===== config.mk =====
export PLATFORM = sky130hd
export DESIGN_NAME = multicycle_ctrl_flat
export DESIGN_NICKNAME = d
export VERILOG_FILES = /design/src/rtl/multicycle_ctrl_if.sv /design/src/rtl/multicycle_ctrl.sv /design/src/flat_wrapper.sv
export SDC_FILE = /design/constraint.sdc
export NUM_CORES = 1
export LEC_CHECK = 0
export CELL_PAD_IN_SITES_DETAIL_PLACEMENT = 1
export CELL_PAD_IN_SITES_GLOBAL_PLACEMENT = 2
export CORE_MARGIN = 2
export CORE_UTILIZATION = 23
export DETAILED_ROUTE_END_ITERATION = 10
export PLACE_DENSITY = 0.92
export SYNTH_ARGS = -nofsm -noshare
export SYNTH_HDL_FRONTEND = slang
export SYNTH_SLANG_ARGS = --single-unit

===== constraint.sdc =====
create_clock -name clk -period 4.45 [get_ports clk]
set_input_delay 1.335 -clock clk [delete_from_list [all_inputs] [get_ports clk]]
set_output_delay 1.335 -clock clk [all_outputs]
set_load 0.01 [all_outputs]

===== src/rtl/multicycle_ctrl_if.sv =====
// Control bundle between the multi-cycle CPU controller and its datapath.
// The master side is the controller; the slave side is the datapath and memory.
interface multicycle_ctrl_if;
  logic [5:0] opcode;
  logic [5:0] funct;
  logic       zero;
  logic       mem_ready;
  logic       pc_we;
  logic       i_or_d;
  logic       mem_rd;
  logic       mem_wr;
  logic       ir_we;
  logic       mem_to_reg;
  logic       reg_dst;
  logic       reg_we;
  logic       alu_src_a;
  logic [1:0] alu_src_b;
  logic [1:0] pc_src;
  logic [2:0] ALUoper;
  logic       illegal_op;
  logic       retire;
  logic [3:0] state;

  modport master (
    input  opcode, funct, zero, mem_ready,
    output pc_we, i_or_d, mem_rd, mem_wr, ir_we, mem_to_reg, reg_dst, reg_we,
           alu_src_a, alu_src_b, pc_src, ALUoper, illegal_op, retire, state
  );

  modport slave (
    output opcode, funct, zero, mem_ready,
    input  pc_we, i_or_d, mem_rd, mem_wr, ir_we, mem_to_reg, reg_dst, reg_we,
           alu_src_a, alu_src_b, pc_src, ALUoper, illegal_op, retire, state
  );
endinterface


===== src/rtl/multicycle_ctrl.sv =====
// Control FSM for the multi-cycle CPU: sequences FETCH/DECODE/EXEC/MEM/WB and
// drives ALU operation, mux selects and write enables from the current state.
module multicycle_ctrl #(
  parameter logic [5:0] NONE_OP = 6'h3F
) (
  input logic                clk,
  input logic                rst_n,
  multicycle_ctrl_if.master  bus
);

  typedef enum logic [3:0] {
    INIT      = 4'd0,
    FETCH     = 4'd1,
    DECODE    = 4'd2,
    R_EXEC    = 4'd3,
    R_WB      = 4'd4,
    MEM_ADDR  = 4'd5,
    MEM_READ  = 4'd6,
    MEM_WB    = 4'd7,
    MEM_WRITE = 4'd8,
    BRANCH    = 4'd9,
    JUMP      = 4'd10,
    I_EXEC    = 4'd11,
    I_WB      = 4'd12
  } state_t;

  localparam logic [5:0] OP_RTYPE = 6'h00;
  localparam logic [5:0] OP_J     = 6'h02;
  localparam logic [5:0] OP_BEQ   = 6'h04;
  localparam logic [5:0] OP_BNE   = 6'h05;
  localparam logic [5:0] OP_ADDI  = 6'h08;
  localparam logic [5:0] OP_LW    = 6'h23;
  localparam logic [5:0] OP_SW    = 6'h2B;

  localparam logic [2:0] ALU_AND = 3'b000;
  localparam logic [2:0] ALU_OR  = 3'b001;
  localparam logic [2:0] ALU_ADD = 3'b010;
  localparam logic [2:0] ALU_SUB = 3'b110;
  localparam logic [2:0] ALU_SLT = 3'b111;

  state_t state_reg;
  state_t state_next;

  always_ff @(posedge clk or negedge rst_n) begin
    if (!rst_n) begin
      state_reg <= INIT;
    end else begin
      state_reg <= state_next;
    end
  end

  // Outputs are decoded straight from the state so an async reset clears them at once.
  always_comb begin
    state_next     = FETCH;
    bus.pc_we      = 1'b0;
    bus.i_or_d     = 1'b0;
    bus.mem_rd     = 1'b0;
    bus.mem_wr     = 1'b0;
    bus.ir_we      = 1'b0;
    bus.mem_to_reg = 1'b0;
    bus.reg_dst    = 1'b0;
    bus.reg_we     = 1'b0;
    bus.alu_src_a  = 1'b0;
    bus.alu_src_b  = 2'b00;
    bus.pc_src     = 2'b00;
    bus.ALUoper    = ALU_AND;
    bus.illegal_op = 1'b0;
    bus.retire     = 1'b0;
    bus.state      = state_reg;

    case (state_reg)
      FETCH: begin
        bus.mem_rd    = 1'b1;
        bus.alu_src_b = 2'b01;
        bus.ALUoper   = ALU_ADD;
        bus.ir_we     = bus.mem_ready;
        bus.pc_we     = bus.mem_ready;
        state_next    = bus.mem_ready ? DECODE : FETCH;
      end
      DECODE: begin
        // Branch target is precomputed here while the opcode is decoded.
        bus.alu_src_b = 2'b11;
        bus.ALUoper   = ALU_ADD;
        case (bus.opcode)
          OP_RTYPE:      state_next = R_EXEC;
          OP_LW, OP_SW:  state_next = MEM_ADDR;
          OP_BEQ, OP_BNE: state_next = BRANCH;
          OP_J:          state_next = JUMP;
          OP_ADDI:       state_next = I_EXEC;
          NONE_OP: begin
            bus.illegal_op = 1'b1;
            state_next     = FETCH;
          end
          default: begin
            bus.illegal_op = 1'b1;
            state_next     = FETCH;
          end
        endcase
      end
      R_EXEC: begin
        bus.alu_src_a = 1'b1;
        bus.alu_src_b = 2'b00;
        state_next    = R_WB;
        case (bus.funct)
          6'h20: bus.ALUoper = ALU_ADD;
          6'h22: bus.ALUoper = ALU_SUB;
          6'h24: bus.ALUoper = ALU_AND;
          6'h25: bus.ALUoper = ALU_OR;
          6'h2A: bus.ALUoper = ALU_SLT;
          default: begin
            bus.ALUoper    = ALU_ADD;
            bus.illegal_op = 1'b1;
            state_next     = FETCH;
          end
        endcase
      end
      R_WB: begin
        bus.reg_dst = 1'b1;
        bus.reg_we  = 1'b1;
        bus.retire  = 1'b1;
      end
      MEM_ADDR: begin
        bus.alu_src_a = 1'b1;
        bus.alu_src_b = 2'b10;
        bus.ALUoper   = ALU_ADD;
        state_next    = (bus.opcode == OP_SW) ? MEM_WRITE : MEM_READ;
      end
      MEM_READ: begin
        bus.mem_rd = 1'b1;
        bus.i_or_d = 1'b1;
        state_next = bus.mem_ready ? MEM_WB : MEM_READ;
      end
      MEM_WB: begin
        bus.mem_to_reg = 1'b1;
        bus.reg_we     = 1'b1;
        bus.retire     = 1'b1;
      end
      MEM_WRITE: begin
        bus.mem_wr = 1'b1;
        bus.i_or_d = 1'b1;
        bus.retire = bus.mem_ready;
        state_next = bus.mem_ready ? FETCH : MEM_WRITE;
      end
      BRANCH: begin
        bus.alu_src_a = 1'b1;
        bus.alu_src_b = 2'b00;
        bus.ALUoper   = ALU_SUB;
        bus.pc_src    = 2'b01;
        bus.pc_we     = (bus.opcode == OP_BNE) ? ~bus.zero : bus.zero;
        bus.retire    = 1'b1;
      end
      JUMP: begin
        bus.pc_src = 2'b10;
        bus.pc_we  = 1'b1;
        bus.retire = 1'b1;
      end
      I_EXEC: begin
        bus.alu_src_a = 1'b1;
        bus.alu_src_b = 2'b10;
        bus.ALUoper   = ALU_ADD;
        state_next    = I_WB;
      end
      I_WB: begin
        bus.reg_we = 1'b1;
        bus.retire = 1'b1;
      end
      default: begin
        // INIT and the unused encodings 13-15 drive nothing and restart at FETCH.
        state_next = FETCH;
      end
    endcase
  end

endmodule


===== src/flat_wrapper.sv =====
// flat-port wrapper written by rule: the top's interface ports become plain ports
module multicycle_ctrl_flat 
#(
  parameter logic [5:0] NONE_OP = 6'h3F
)
  (clk, rst_n, bus_opcode, bus_funct, bus_zero, bus_mem_ready, bus_pc_we, bus_i_or_d, bus_mem_rd, bus_mem_wr, bus_ir_we, bus_mem_to_reg, bus_reg_dst, bus_reg_we, bus_alu_src_a, bus_alu_src_b, bus_pc_src, bus_ALUoper, bus_illegal_op, bus_retire, bus_state);
  multicycle_ctrl_if bus_i ();
  input logic clk;
  input logic rst_n;
  input wire logic [$bits(bus_i.opcode)-1:0] bus_opcode;
  input wire logic [$bits(bus_i.funct)-1:0] bus_funct;
  input wire logic [$bits(bus_i.zero)-1:0] bus_zero;
  input wire logic [$bits(bus_i.mem_ready)-1:0] bus_mem_ready;
  output wire logic [$bits(bus_i.pc_we)-1:0] bus_pc_we;
  output wire logic [$bits(bus_i.i_or_d)-1:0] bus_i_or_d;
  output wire logic [$bits(bus_i.mem_rd)-1:0] bus_mem_rd;
  output wire logic [$bits(bus_i.mem_wr)-1:0] bus_mem_wr;
  output wire logic [$bits(bus_i.ir_we)-1:0] bus_ir_we;
  output wire logic [$bits(bus_i.mem_to_reg)-1:0] bus_mem_to_reg;
  output wire logic [$bits(bus_i.reg_dst)-1:0] bus_reg_dst;
  output wire logic [$bits(bus_i.reg_we)-1:0] bus_reg_we;
  output wire logic [$bits(bus_i.alu_src_a)-1:0] bus_alu_src_a;
  output wire logic [$bits(bus_i.alu_src_b)-1:0] bus_alu_src_b;
  output wire logic [$bits(bus_i.pc_src)-1:0] bus_pc_src;
  output wire logic [$bits(bus_i.ALUoper)-1:0] bus_ALUoper;
  output wire logic [$bits(bus_i.illegal_op)-1:0] bus_illegal_op;
  output wire logic [$bits(bus_i.retire)-1:0] bus_retire;
  output wire logic [$bits(bus_i.state)-1:0] bus_state;
  assign bus_i.opcode = bus_opcode;
  assign bus_i.funct = bus_funct;
  assign bus_i.zero = bus_zero;
  assign bus_i.mem_ready = bus_mem_ready;
  assign bus_pc_we = bus_i.pc_we;
  assign bus_i_or_d = bus_i.i_or_d;
  assign bus_mem_rd = bus_i.mem_rd;
  assign bus_mem_wr = bus_i.mem_wr;
  assign bus_ir_we = bus_i.ir_we;
  assign bus_mem_to_reg = bus_i.mem_to_reg;
  assign bus_reg_dst = bus_i.reg_dst;
  assign bus_reg_we = bus_i.reg_we;
  assign bus_alu_src_a = bus_i.alu_src_a;
  assign bus_alu_src_b = bus_i.alu_src_b;
  assign bus_pc_src = bus_i.pc_src;
  assign bus_ALUoper = bus_i.ALUoper;
  assign bus_illegal_op = bus_i.illegal_op;
  assign bus_retire = bus_i.retire;
  assign bus_state = bus_i.state;
  multicycle_ctrl #(.NONE_OP(NONE_OP)) u_core (.clk(clk), .rst_n(rst_n), .bus(bus_i));
endmodule

==> flow_metrics.tcl, run 1 <==
set metrics [dict create \
    placed_cell_area_um2 1270 \
    wl_per_cell_um 15.0 \
    finClkSkew_ns 0.00177 \
    maxCapViolCount 0 \
    hold_viol 0 \
    r2r-start "u_core.bus.state[2]" \
    syn_inst 108 \
    row_count 21 \
    start_util 0.240 \
    ir_drop_mv 0.132 \
    min_path_cells 3 \
    final_max_slew_viol_count 0 \
    worst_ep_arrival_time_ns 2.97 \
    hold_path_class "reg -> reg" \
    cts_setup_buffers 0 \
    stdcell_area_um2 1290 \
    worstPathRequired_ns 3.12 \
    hpwl_um 2410 \
    fin_util 0.387 \
    place_inst 196 \
    gp_congestion 0.804 \
    p_per_area_nw_per_um2 482 \
    grt_pass1_wl_um 5050 \
    setup_viol 0 \
    grt_max_degree 21 \
    synth_seq_cells 4 \
    instances_no_fill 199 \
    via_count 1019 \
    min_period_ns 4.30 \
    clk_pin_slew_ns 0.04 \
    critPathLaunchType "input port" \
    clk_latency_ns 0.24 \
    ff2ff_path_depth 4 \
    ant_nets 0 \
    synth_area_um2 801 \
    cts_buffer_depth 2 \
    cts_max_level 1 \
    drtIter0Drc 38 \
    clock-sinks 4 \
    syn_nets 124 \
    drc 0 \
    critPathCaptureType "output port" \
    hold_start "u_core.bus.state[0]" \
    area_delta_synth_final_pct 61.3 \
    syn_area_per_cell_um2 7.41 \
    via_per_inst 5.12 \
    layout-drive-gt1-share 0.176 \
    wl_um 2980 \
    min_period_over_period 0.967 \
    status "finished clean" \
    rsz0062_at_grt "false" \
    antenna_found_initial 0 \
    crit-reg2reg-capture "u_core.bus.state[3]" \
    dieArea_um2 3970 \
    largest_reg_flops 4 \
    r2r_setup_slack_ns 2.73 \
    die_y_um 63.0 \
    core_um2 3340 \
    critPathKind "in -> out" \
    relSlewSlack 0.565 \
    cts_tree "done" \
    crit_fanout 6 \
    diodes 0 \
    ys_seq_area_frac 0.125 \
    synth_cell_types 41 \
    fin_total_pwr_mw 0.622 \
    final_nets 171 \
    fillers 431 \
    grt_usage 0.158 \
    tightest_slew_ns 0.653 \
    fmax_mhz 232 \
    grt_overflow 0 \
    grt_pass1_vias 1063 \
    die_x_um 63.0 \
    min_to "u_core.bus.state[3]" \
    port_buffers 37 \
    root_buffer "clkbuf_4" \
    drt-pass1-iter-count 4 \
    yosys_warnings 0 \
    numCtsBuffers 3 \
    pin_count 38 \
    p_leak_nw 0.516 \
]
==> critical path: stages <==
cell and delay (ns):
clkdlybuf4s50_1 0.52, or3_1 0.39, a211oi_1 0.30, o31ai_1 0.12, dlygate4sd2_1 0.29
==> power breakdown <==
group | internal [mW] | switching (mW)
logic | 0.248 | 0.224
clock network | 0.0303 | 0.0162
registers | 0.0495 | 0.0534
total | 0.328 | 0.294
==> metal layers <==
metal  GRT usage  wire length, um
met2       0.289             1590
met5           0                0
met3     0.00721               75
met1       0.190             1280
met4      0.0667               43
==> synth_stat cells <==
cell type  number  area, um^2
nand3b_1        1        7.51
nor2_1         18        67.6
dfrtp_1         4         100
o21bai_1        1        7.51
and3_1          1        6.26
a221oi_1        1        8.76
nor3_1          5        25.0
or3b_1          1        8.76
nand2_2         1        6.26
o21ai_1         2        10.0
o31a_1          1        8.76
a21boi_0        1        7.51
a21oi_1         8        40.0
nand2b_4        2        27.5
nand2b_1        4        25.0
nand2_4         1        11.3
o21ai_0         2        10.0
a211oi_1        3        22.5
inv_1           5        18.8
a311oi_1        1        8.76
a32o_1          2        20.0
buf_6           3        33.8
nand2_1         3        11.3
nand3_1         2        10.0
clkbuf_1        1        3.75
or4_4           1        11.3
nor2b_1         6        37.5
o32ai_1         3        26.3
a221o_1         2        20.0
or4_1           1        7.51
o22ai_2         1        12.5
or2_2           1        6.26
nor4b_4         2        47.6
buf_2           4        20.0
mux2i_1         3        30.0
or3_1           4        25.0
o31ai_1         2        15.0
o2bb2a_1        1        10.0
buf_4           1        7.51
xor2_1          1        8.76
a41oi_1         1        8.76
==> placed cells by master, fill, tap and decap left out, types with 2 or more instances in the layout <==
| cell | count |
|---|---|
| inv_1 | 5 |
| o31ai_1 | 2 |
| o21ai_0 | 2 |
| a211oi_1 | 3 |
| o21ai_1 | 2 |
| nand3_1 | 2 |
| or3_1 | 4 |
| nand2b_4 | 2 |
| clkdlybuf4s50_1 | 33 |
| nand2b_1 | 4 |
| nor2b_1 | 6 |
| clkbuf_4 | 3 |
| mux2i_1 | 3 |
| o32ai_1 | 3 |
| dlygate4sd2_1 | 4 |
| a21oi_1 | 8 |
| a221o_1 | 2 |
| nor4b_4 | 2 |
| nand2_1 | 3 |
| buf_4 | 14 |
| nor3_1 | 4 |
| a32o_1 | 2 |
| dfrtp_1 | 4 |
| nor2_1 | 18 |
==> worst max path at each step <==
stage / start / endpoint / slack, ns / depth (start not counted)
floorplan: bus_opcode[3] / bus_pc_we / 0.86 / 4
global placement: bus_opcode[3] / bus_pc_we / -0.04 / 6
detailed placement: bus_opcode[3] / bus_pc_we / -0.12 / 6
CTS: bus_funct[0] / bus_illegal_op / 0.12 / 6
global route: bus_opcode[3] / bus_pc_we / 0.07 / 6
finish: bus_opcode[0] / bus_illegal_op / 0.15 / 5
==> kinds of logic (layout without fill, tap and decap cells) <==
group	Yosys count	in the layout	share of synthesized area
compound gates	32	32	0.295
xor+xnor	1	1	0.0109
buf+inv	14	59	0.105
flops	4	4	0.125
mux	3	3	0.0375
simple gates	54	54	0.427
==> area by class of cell <==
class,instances,area [um^2],share of cell area
repair buffers,51,470,0.364
well taps,46,57.6,0.0446
inverters,5,18.8,0.0145
multi-input cells,90,622,0.482
clock buffers,3,22.5,0.0174
flip-flops and latches,4,100,0.0775
==> metrics by stage <==
step / TNS (ns) / hold slack, ns / setup slack, ns
after global placement: -0.0688 / 0.930 / -0.0424
after global routing: 0 / 0.987 / 0.0671
after floorplan: 0 / 0.751 / 0.863
after CTS: 0 / 0.937 / 0.123
final: 0 / 0.933 / 0.145
after detailed placement: -0.273 / 0.923 / -0.117
==> what timing repair did <==
action                                  in CTS  in global routing
endpoints found under the setup margin       4                  0
gates resized for setup                      5                  0
hold buffers                                 0                  0
Note: power is estimated with default switching activity, not from simulation.
==> run 2: changes to the inputs <==
--- a/config.mk
+++ b/config.mk
@@ -7,7 +7,6 @@
 export LEC_CHECK = 0
 export CELL_PAD_IN_SITES_DETAIL_PLACEMENT = 1
 export CELL_PAD_IN_SITES_GLOBAL_PLACEMENT = 2
-export CORE_MARGIN = 2
 export CORE_UTILIZATION = 23
 export DETAILED_ROUTE_END_ITERATION = 10
 export PLACE_DENSITY = 0.92
==> constraint.sdc (replaced) <==
create_clock -name clk -period 4.45 [get_ports clk]
set_input_delay 1.335 -clock clk [delete_from_list [all_inputs] [get_ports clk]]
set_output_delay 1.335 -clock clk [all_outputs]
set_load 0.02 [all_outputs]
==> run 2 against run 1 <==
Via count is 1.3% lower. Clock skew is 0.0011 ns lower. Global-route usage is 0.97 points higher. Setup slack worse by 0.041 ns. Clock power is 6.7% lower. Routed wire length is 2.1% lower. Register-to-register slack worse by 0.11 ns. Combinational power is 12% higher. Fmax is 0.95% lower. Highest routed layer unchanged.
==> flow_metrics.tcl, run 2 (synthesis results as in run 1) <==
set metrics [dict create \
    fin_total_pwr_mw 0.676 \
    cts_setup_buffers 0 \
    multi_input_area_um2 623 \
    start_util 0.240 \
    layout-drive-gt1-share 0.182 \
    numCtsBuffers 3 \
    wl_per_cell_um 14.6 \
    hpwl_um 2330 \
    largest_reg_flops 4 \
    worstPathRequired_ns 3.12 \
    cts_tree "done" \
    min_period_over_period 0.977 \
    ant_nets 0 \
    final_max_slew_viol_count 0 \
    p_leak_nw 0.522 \
    clock-sinks 4 \
    maxCapViolCount 0 \
    antenna_found_initial 0 \
    relSlewSlack 0.562 \
    row_count 21 \
    final_nets 172 \
    wl_um 2920 \
    rsz0062_at_grt "false" \
    clk_pin_slew_ns 0.04 \
    r2r-start "u_core.bus.state[0]" \
    area_delta_synth_final_pct 62.3 \
    place_inst 197 \
    min_to "u_core.bus.state[2]" \
    crit-reg2reg-capture "u_core.bus.state[0]" \
    ff_latch_area_um2 100 \
    min_period_ns 4.35 \
    finClkSkew_ns 0.000691 \
    crit_fanout 2 \
    die_x_um 61.0 \
    hold_path_class "reg -> reg" \
    drtIter0Drc 43 \
    hold_start "u_core.bus.state[0]" \
    grt_overflow 0 \
    fin_hold_ws_ns 0.816 \
    port_buffers 37 \
    root_buffer "clkbuf_4" \
    pin_count 38 \
    critPathKind "in -> out" \
    grt_usage 0.168 \
    hold_viol 0 \
    ir_drop_mv 0.218 \
    via_per_inst 5.03 \
    cts_resized 5 \
    grt_pass1_vias 1010 \
    status "finished clean" \
    ff2ff_path_depth 5 \
    core_um2 3340 \
    fmax_mhz 230 \
    tightest_slew_ns 0.658 \
    grt_pass1_wl_um 4620 \
    final_common_cell "clkdlybuf4s50_1" \
    p_per_area_nw_per_um2 520 \
    dieArea_um2 3720 \
    r2r_setup_slack_ns 2.62 \
    via_count 1006 \
    hold_buffers 0 \
    worst_ep_arrival_time_ns 3.01 \
    clk_latency_ns 0.23 \
    final_cell_mix "33 x clkdlybuf4s50_1, 18 x nor2_1, 15 x buf_4" \
    cts_max_level 1 \
    fillers 439 \
    critPathCaptureType "output port" \
    drt-pass1-iter-count 3 \
    instances_no_fill 200 \
    fin_util 0.390 \
    min_path_cells 2 \
    drc 0 \
    grt_max_degree 20 \
    diodes 0 \
    die_y_um 61.0 \
    setup_viol 0 \
    setup_tns_ns 0 \
    cts_buffer_depth 2 \
    critPathLaunchType "input port" \
    gp_congestion 0.837 \
]
[run 2: cell types whose count changed in the layout (fill, tap and decap cells not counted), sizes merged]
cell  change
buf       +1
[run 2: worst max path at each step]
stage	start	to	slack (ns)	cells past startpoint
final	bus_opcode[5]	bus_pc_we	0.10	6
after CTS	bus_opcode[3]	bus_pc_we	0.1	6
after floorplan	bus_opcode[3]	bus_pc_we	0.64	4
after global placement	bus_opcode[3]	bus_pc_we	-0.11	6
after detailed placement	bus_opcode[5]	bus_pc_we	-0.18	6
after global routing	bus_opcode[3]	bus_pc_we	0.02	6
[run 2: power breakdown]
| group | switching [mW] | internal, mW |
|---|---|---|
| Clock | 0.0134 | 0.0301 |
| Sequential | 0.0514 | 0.0496 |
| Combinational | 0.282 | 0.249 |
| Total | 0.347 | 0.329 |
[run 2: layout make-up]
type                            count  area share
Sequential cell                     4      0.0770
Inverter                            5      0.0144
Timing Repair Buffer               52       0.368
Clock buffer                        3      0.0173
Multi-Input combinational cell     90       0.479
Tap cell                           46      0.0443
[run 2: routing by layer]
metal	track usage	share of wire	vias up
met5	0	0	-
met4	0.0519	0.0086	0
met3	0.0192	0.020	2
met2	0.300	0.52	19
met1	0.209	0.45	491
li1	-	-	494
[run 2: through the flow]
stage          setup WS [ns]  cell area [um^2]
2_1_floorplan          0.645               801
3_3_place_gp          -0.113              1280
3_5_place_dp          -0.185              1280
4_1_cts               0.0974              1300
5_1_grt               0.0157              1300
6_report               0.104              1300
[run 2: worst max-delay path, stage by stage]
cell	delay (ns)
clkdlybuf4s50_1	0.44
nor3_1	0.28
nand3_1	0.17
xor2_1	0.17
a311oi_1	0.25
dlygate4sd2_1	0.36
==> run 3: changes to the inputs <==
==> constraint.sdc (replaced) <==
create_clock -name clk -period 4.45 [get_ports clk]
set_input_delay 1.335 -clock clk [delete_from_list [all_inputs] [get_ports clk]]
set_output_delay 1.335 -clock clk [all_outputs]
set_load 0.1 [all_outputs]
==> run 3 against run 2 <==
Register-to-register slack worse by 0.08 ns. Routed wire length is 10% lower. Clock skew is 0.0097 ns higher. Die area unchanged. Fmax rose by 2.3%. Cell area unchanged. First-iteration DRC count rose by 42%. Critical path depth stayed put. Clock-buffer cell count is the same. Hold slack improved by 0.13 ns. Highest routed layer unchanged.
==> flow_metrics.tcl, run 3 (synthesis results as in run 1) <==
set metrics [dict create \
    core_um2 3340 \
    wl_per_cell_um 13.7 \
    cts_setup_buffers 0 \
    fmax_mhz 235 \
    cts_max_level 1 \
    pin_count 38 \
    hpwl_um 2090 \
    diodes 0 \
    root_buffer "clkbuf_4" \
    drtIter0Drc 61 \
    relSlewSlack 0.507 \
    crit-reg2reg-capture "u_core.bus.state[1]" \
    die_x_um 61.0 \
    worst_ep_arrival_time_ns 2.91 \
    clock-sinks 4 \
    min_period_over_period 0.954 \
    finClkSkew_ns 0.0104 \
    via_per_inst 5.10 \
    worstPathRequired_ns 3.12 \
    ant_nets 0 \
    row_count 21 \
    final_common_cell "buf_4" \
    drc 0 \
    area_delta_synth_final_pct 62.3 \
    grt_max_degree 22 \
    tightest_slew_ns 0.740 \
    rsz0062_at_grt "false" \
    maxCapViolCount 0 \
    via_count 975 \
    final_max_slew_viol_count 0 \
    die_y_um 61.0 \
    clk_pin_slew_ns 0.04 \
    min_path_cells 3 \
    hold_path_class "reg -> reg" \
    r2r_setup_slack_ns 2.54 \
    wl_um 2620 \
    port_buffers 37 \
    largest_reg_flops 4 \
    final_cell_mix "21 x buf_4, 17 x nor2_1, 15 x clkdlybuf4s50_1" \
    min_to "u_core.bus.state[1]" \
    r2r-start "u_core.bus.state[1]" \
    critPathKind "in -> out" \
    antenna_found_initial 0 \
    grt_overflow 0 \
    final_nets 163 \
    grt_pass1_wl_um 4430 \
    dieArea_um2 3720 \
    cts_tree "done" \
    instances_no_fill 191 \
    grt_pass1_vias 951 \
    setup_tns_ns 0 \
    gp_congestion 0.880 \
    drt-pass1-iter-count 4 \
    clk_latency_ns 0.25 \
    hold_viol 0 \
    cts_buffer_depth 2 \
    layout-drive-gt1-share 0.324 \
    status "finished clean" \
    critPathCaptureType "output port" \
    fin_hold_ws_ns 0.945 \
    grt_usage 0.158 \
    crit_fanout 3 \
    numCtsBuffers 3 \
    hold_start "u_core.bus.state[0]" \
    ff2ff_path_depth 4 \
    start_util 0.240 \
    place_inst 188 \
    min_period_ns 4.25 \
    critPathLaunchType "input port" \
    setup_viol 0 \
]
run 3: repair_timing:
action                                  CTS  global route
gates resized for setup                   0             1
endpoints found under the setup margin    0             1
hold endpoints to repair                  0             0
hold buffers                              0             0
run 3: worst max path at each step:
stage / from / to / slack, ns
after CTS: bus_opcode[3] / bus_pc_we / 0.1
after global placement: bus_opcode[3] / bus_pc_we / 0.15
after floorplan: bus_opcode[3] / bus_pc_we / -0.14
after global routing: bus_funct[0] / bus_illegal_op / 0.09
final: bus_opcode[3] / bus_pc_we / 0.20
after detailed placement: bus_opcode[3] / bus_pc_we / 0.1
run 3: layer usage:
metal / vias up / GRT usage / part of all wire / wire length, um
li1: 481 / - / - / -
met1: 464 / 0.200 / 0.43 / 1120
met2: 28 / 0.292 / 0.53 / 1390
met3: 2 / 0.00640 / 0.029 / 77
met4: 0 / 0.0390 / 0.0088 / 23
met5: - / 0 / 0 / 0
run 3: cell type report:
type	count	area [um^2]
tap	46	57.6
timing repair buffer	43	448
inverter	5	18.8
sequential	4	100
fill	427	2040
multi-input combinational	90	653
clock buffer	3	22.5
run 3: worst max-delay path, cell delays in order:
cell	delay, ns
clkdlybuf4s50_1	0.43
nor3_2	0.25
nand3_1	0.15
xor2_1	0.18
a311oi_2	0.35
buf_12	0.22
run 3: through the flow:
stage          setup slack, ns   util  cell area, um^2
3_5_place_dp            0.0985  0.381             1270
6_report                 0.203  0.390             1300
5_1_grt                 0.0874  0.390             1300
4_1_cts                 0.0985  0.388             1290
3_3_place_gp             0.152  0.381             1270
2_1_floorplan           -0.140      -              832
Power of run 3 is not shown: default switching activity piles up to over one toggle a cycle in this logic, so the estimate is an artifact.
